===== config.mk =====
export PLATFORM = sky130hd
export DESIGN_NAME = pc_seq
export DESIGN_NICKNAME = d
export VERILOG_FILES = /design/src/rtl/pc_seq.sv
export SDC_FILE = /design/constraint.sdc
export NUM_CORES = 1
export LEC_CHECK = 0
export BUFFER_PORTS_ARGS = -buffer_cell sky130_fd_sc_hd__buf_2
export CAP_MARGIN = 10
export CORE_MARGIN = 5
export CORE_UTILIZATION = 35
export CTS_CLUSTER_SIZE = 24
export DETAILED_ROUTE_END_ITERATION = 6
export PLACE_DENSITY = 0.54
export SYNTH_ARGS = -nofsm -noshare
export SYNTH_HDL_FRONTEND = slang
export SYNTH_SLANG_ARGS = --single-unit

===== constraint.sdc =====
create_clock -name clk -period 5.73 [get_ports clk]
set_input_delay 1.146 -clock clk [delete_from_list [all_inputs] [get_ports clk]]
set_output_delay 1.146 -clock clk [all_outputs]
set_load 0.1 [all_outputs]

===== src/rtl/pc_seq.sv =====
// pc_seq: program-counter sequencer with fetch handshake and trap.
// Ports: clk, rst_n, branch, ctrpc, reg_out, imm, instr_valid,
//   pc_ready, trap_clr -> pc, pc_valid, link, link_valid, trap,
//   trap_addr, instret. Macro PC_INSTRET_EN adds the instret counter.
module pc_seq #(
  parameter int          N         = 32,
  parameter logic [N-1:0] RESET_VEC = '0
) (
  input  logic         clk,
  input  logic         rst_n,
  input  logic         branch,
  input  logic [1:0]   ctrpc,
  input  logic [N-1:0] reg_out,
  input  logic [N-1:0] imm,
  input  logic         instr_valid,
  input  logic         pc_ready,
  input  logic         trap_clr,
  output logic [N-1:0] pc,
  output logic         pc_valid,
  output logic [N-1:0] link,
  output logic         link_valid,
  output logic         trap,
  output logic [N-1:0] trap_addr,
  output logic [N-1:0] instret
);

  typedef enum logic [1:0] {
    IDLE,
    FETCH,
    EXEC,
    TRAP
  } state_t;

  localparam logic [N-1:0] FOUR = N'(4);

  state_t       state;
  logic         armed;
  logic [N-1:0] seq;
  logic [N-1:0] jsum;
  logic [N-1:0] tgt;
  logic         is_jal;
  logic         is_jalr;
  logic         use_off;
  logic         use_reg;
  logic         is_link;
  logic         mis;
  logic         commit;

  assign is_jal  = (ctrpc == 2'b10);
  assign is_jalr = (ctrpc == 2'b11);
  assign is_link = is_jal | is_jalr;
  // branch wins the target; JALR only when no branch
  assign use_off = branch | is_jal;
  assign use_reg = ~branch & is_jalr;

  always_comb begin
    seq  = pc + FOUR;
    jsum = reg_out + imm;
    tgt  = seq;
    unique case (1'b1)
      use_off: tgt = pc + imm;
      use_reg: tgt = {jsum[N-1:1], 1'b0};
      default: tgt = seq;
    endcase
  end

  assign mis    = |tgt[1:0];
  assign commit = (state == EXEC) & instr_valid;

  always_ff @(posedge clk or negedge rst_n) begin
    if (!rst_n) begin
      state      <= IDLE;
      armed      <= 1'b0;
      pc         <= RESET_VEC;
      pc_valid   <= 1'b0;
      link       <= '0;
      link_valid <= 1'b0;
      trap       <= 1'b0;
      trap_addr  <= '0;
    end else begin
      link_valid <= 1'b0;
      unique case (state)
        IDLE: begin
          // first edge after release only arms
          armed <= 1'b1;
          if (armed) begin
            state    <= FETCH;
            pc_valid <= 1'b1;
          end
        end
        FETCH: begin
          if (pc_ready) begin
            state    <= EXEC;
            pc_valid <= 1'b0;
          end
        end
        EXEC: begin
          if (instr_valid) begin
            if (is_link) begin
              link       <= seq;
              link_valid <= 1'b1;
            end
            if (mis) begin
              trap      <= 1'b1;
              trap_addr <= tgt;
              state     <= TRAP;
            end else begin
              pc       <= tgt;
              pc_valid <= 1'b1;
              state    <= FETCH;
            end
          end
        end
        TRAP: begin
          if (trap_clr) begin
            pc       <= RESET_VEC;
            trap     <= 1'b0;
            pc_valid <= 1'b1;
            state    <= FETCH;
          end
        end
        default: state <= IDLE;
      endcase
    end
  end

`ifdef PC_INSTRET_EN
  logic [N-1:0] cnt;

  always_ff @(posedge clk or negedge rst_n) begin
    if (!rst_n) begin
      cnt <= '0;
    end else if (commit && !mis) begin
      cnt <= cnt + N'(1);
    end
  end

  assign instret = cnt;
`else
  logic unused_commit;
  assign unused_commit = commit;
  assign instret = '0;
`endif

endmodule

==> summary by stage <==
STA
At the pin with the least slew margin, the transition time is 1.07 ns. Hold timing on the final database bottoms out at a slack of 0.472 ns. The time the final worst path needs with I/O delays and setup is 3.97 ns. The final hold violation count is 0.

The share of the cycle needed by the critical path after routing is 69.2%. On the final layout, the worst clock skew is 0.00954 ns. For this run, the top clock speed supported by timing is 0.252 GHz.

The sum of negative setup slack is 0 ns. The final setup violation count is 0. The number of max-slew violations in the final report is 0. The relative max-transition margin is 28.3%. Setup repair after global routing left no endpoint under its margin.

Drt
After detailed routing, the average wire length per cell comes to 20.0 um. The detail route stage leaves a number of antenna-violating nets equal to 0. The total length of routed wires is 30000 um. The count of routing violations after the opening detailed-route iteration is 532. The detail-routed via count per cell is 5.43. The detailed-routing iteration count for the pre-antenna-repair pass is 5. For this block, the via count after detailed routing is 8165. The total DRC errors in the routed layout is 0.

Cells and area
The growth of design area from synthesis to finish is 13.8%. At the end of the flow, the number of nets in the layout was 1314. The library cells used most frequently in the layout, excluding fill and tap cells, are 169 x buf_2, 147 x nand2_1, 102 x dfrtp_1, 91 x o21ai_0, 67 x a21oi_1.

The share of cells above drive strength 1 is 20.6%. The number of filler cells placed in the layout is 2596. The library cell used most frequently in the layout, excluding fill and tap cells, is buf_2. Summing all multi-input logic gate instances after layout gives 5680 sq um.

The repair_antennas step left the layout with diodes totalling 0. In the final layout, flip-flops and latches occupy 2550 sq um.

Worst setup path
The data required time at the worst endpoint is 6.01 ns. The endpoint type of the worst setup path is a register. The worst setup path category is primary input to register. Of all nets on the critical path, the largest fanout is 41. The arrival time at the worst endpoint is 4.24 ns.

The type of element launching the critical path is a primary input.

GRT
The initial antenna violation count came to 0. The maximum number of pins on one net before global-route repair is 58. The remaining global-route overflow is 0. The total global routing track utilization is 20.6%.

The number of global-route vias before repair was 7872. The first global-routing pass estimated 45900 um of wire.

Die
From left edge to right edge, the die measures 168 um. The vertical die dimension is 168 um. The number of rows in the core area is 57. In this run the standard cell core region covers 24400 sq um. During I/O placement, the number of pins put on the boundary was 203. Once the floorplan was initialized, standard cells occupied 35.7% of the core. The die covers 28100 sq um.

Power and ir drop
The analysis attributes to cell leakage a power of 4.59 nW. Dividing total power by cell area gives a power density of 657 nW/um^2. The maximum VDD drop is 0.544 mV.

Clock network
CTS built an H-tree with a depth of 3. The insertion delay of the later-clocked pin in the worst-skew pair is 0.34 ns. Clock-pin slew was measured on the worst setup and hold paths at 0.06 ns. The clock net in this run drives a total of 102 sinks. The count of cells resized by post-cts repair is 0. The library cell used as clock root buffer is clkbuf_16. The number of clock buffers added by TritonCTS is 9. The maximum buffer depth of the clock tree is 2. TritonCTS built the clock tree. The cts-stage hold buffer count is 0. The number of buffers inserted by post-CTS setup repair is 0.

Synth
The post-synthesis register bit count is 102. In this run, distinct cell masters in the synthesized netlist total 81. After synthesis the cells add up to 8700 sq um. The gate count after technology mapping is 1038.

The fraction of registers with async set or reset after synthesis is 100%. Each instance of the synthesized netlist takes up on average 8.38 sq um. The most used flip-flop cell after synthesis is dfrtp_1.

The share of the Yosys chip area taken by registers is 29.3%. Yosys printed 0 warnings. The number of enable-type register cells in the synthesized netlist is 0.

Place
The count of input and output buffers is 170. Once detailed placement completed, the half-perimeter wirelength came to 24700 um. Routability-driven placement finished with a final weighted congestion of 0.898.

Flow run
The max-cap check violation count is 0.

Status
The run finished with clean final reports.

Min path
The tightest min-delay check is of the register to register type.
==> critical path, stage by stage <==
cell	delay, ns
buf_2	0.11
ha_1	0.18
inv_1	0.06
fa_1	0.52
a2bb2oi_1	0.27
nand3_1	0.20
o21ai_0	0.19
o211ai_1	0.10
buf_4	0.28
nor2_1	0.87
a22o_2	0.27
==> sequential cells by signal (all words and copies together), names as in the netlist <==
name        cells
state           2
link           32
trap            1
link_valid      1
pc             32
armed           1
trap_addr      32
pc_valid        1
==> per-stage QoR <==
stage / util [%] / power, mW / area [sq um] / cells / setup WS [ns]
3_5_place_dp: 39.5 / 5.95 / 9630 / 1487 / 1.47
6_report: 40.6 / 6.50 / 9900 / 1503 / 1.76
4_1_cts: 40.6 / 6.54 / 9900 / 1503 / 1.83
3_3_place_gp: 39.5 / 5.95 / 9630 / 1487 / 1.45
5_1_grt: 40.6 / 6.84 / 9900 / 1503 / 1.63
2_1_floorplan: - / 4.97 / 8820 / 1069 / 2.25
==> Yosys cell counts (all sizes together) (3+ instances only) <==
cell / number / area (sq um)
a221oi: 8 / 76.3
nor2: 57 / 214
o311a: 3 / 30.0
and3: 11 / 68.8
nand4: 19 / 125
a21oi: 71 / 370
and2: 9 / 58.8
o21bai: 7 / 52.6
o221ai: 9 / 85.1
nor2b: 6 / 37.5
a221o: 3 / 30.0
xnor2: 43 / 377
nand2: 147 / 552
or2: 6 / 37.5
a31oi: 8 / 50.1
nor3: 19 / 100
mux2: 20 / 225
a211oi: 19 / 160
o21a: 9 / 67.6
dfrtp: 102 / 2550
o22ai: 14 / 87.6
a21o: 15 / 114
a41oi: 3 / 26.3
nand3: 34 / 170
ha: 66 / 826
o211ai: 15 / 118
clkbuf: 34 / 160
a21boi: 5 / 37.5
xor2: 38 / 333
a22o: 14 / 124
nand2b: 5 / 31.3
buf: 49 / 348
or3: 4 / 25.0
inv: 23 / 86.3
mux2i: 3 / 30.0
o31ai: 12 / 104
o21ai: 96 / 488
==> power breakdown <==
part	switching, mW	leakage (nW)	internal [mW]
Sequential	0.346	1.32	1.02
Combinational	3.58	3.14	0.993
Clock	0.266	0.126	0.307
Total	4.19	4.59	2.32
==> area by class of cell <==
class                   instances  share of cell area (%)
multi-input cells             861                    57.4
flip-flops and latches        102                    25.8
repair buffers                177                    9.15
well taps                     324                    4.09
clock buffers                  13                    2.53
inverters                      23                   0.872
clock inverters                 3                   0.202
==> per-layer routing <==
metal | track usage, % | routed length, um
met1 | 26.8 | 13100
met2 | 36.3 | 14700
met3 | 3.68 | 1770
met4 | 3.25 | 400
met5 | 0 | 0
==> worst paths after layout <==
check / startpoint / slack [ns] / endpoint / depth (start not counted)
max reg2reg: pc[0]$_DFFE_PN0P_ / 2.20 / pc[31]$_DFFE_PN0P_ / 10
min reg2reg: link[25]$_DFFE_PN0P_ / 0.47 / link[25]$_DFFE_PN0P_ / 2
max in group asynchronous: rst_n / 3.75 / pc[16]$_DFFE_PN0P_ / 2
min: link[25]$_DFFE_PN0P_ / 0.47 / link[25]$_DFFE_PN0P_ / 2
min in group asynchronous: rst_n / 0.81 / trap_addr[29]$_DFFE_PN0P_ / 1
max: imm[0] / 1.76 / pc[31]$_DFFE_PN0P_ / 11
==> cell families after synthesis <==
logic type	synth area share (%)
flops	29.3
fa+ha+maj	9.95
mux	2.93
xor+xnor	8.15
other cells	0.0431
buf+inv	6.83
simple gates	17.1
compound gates	25.7
(Power assumes the default switching activity.)
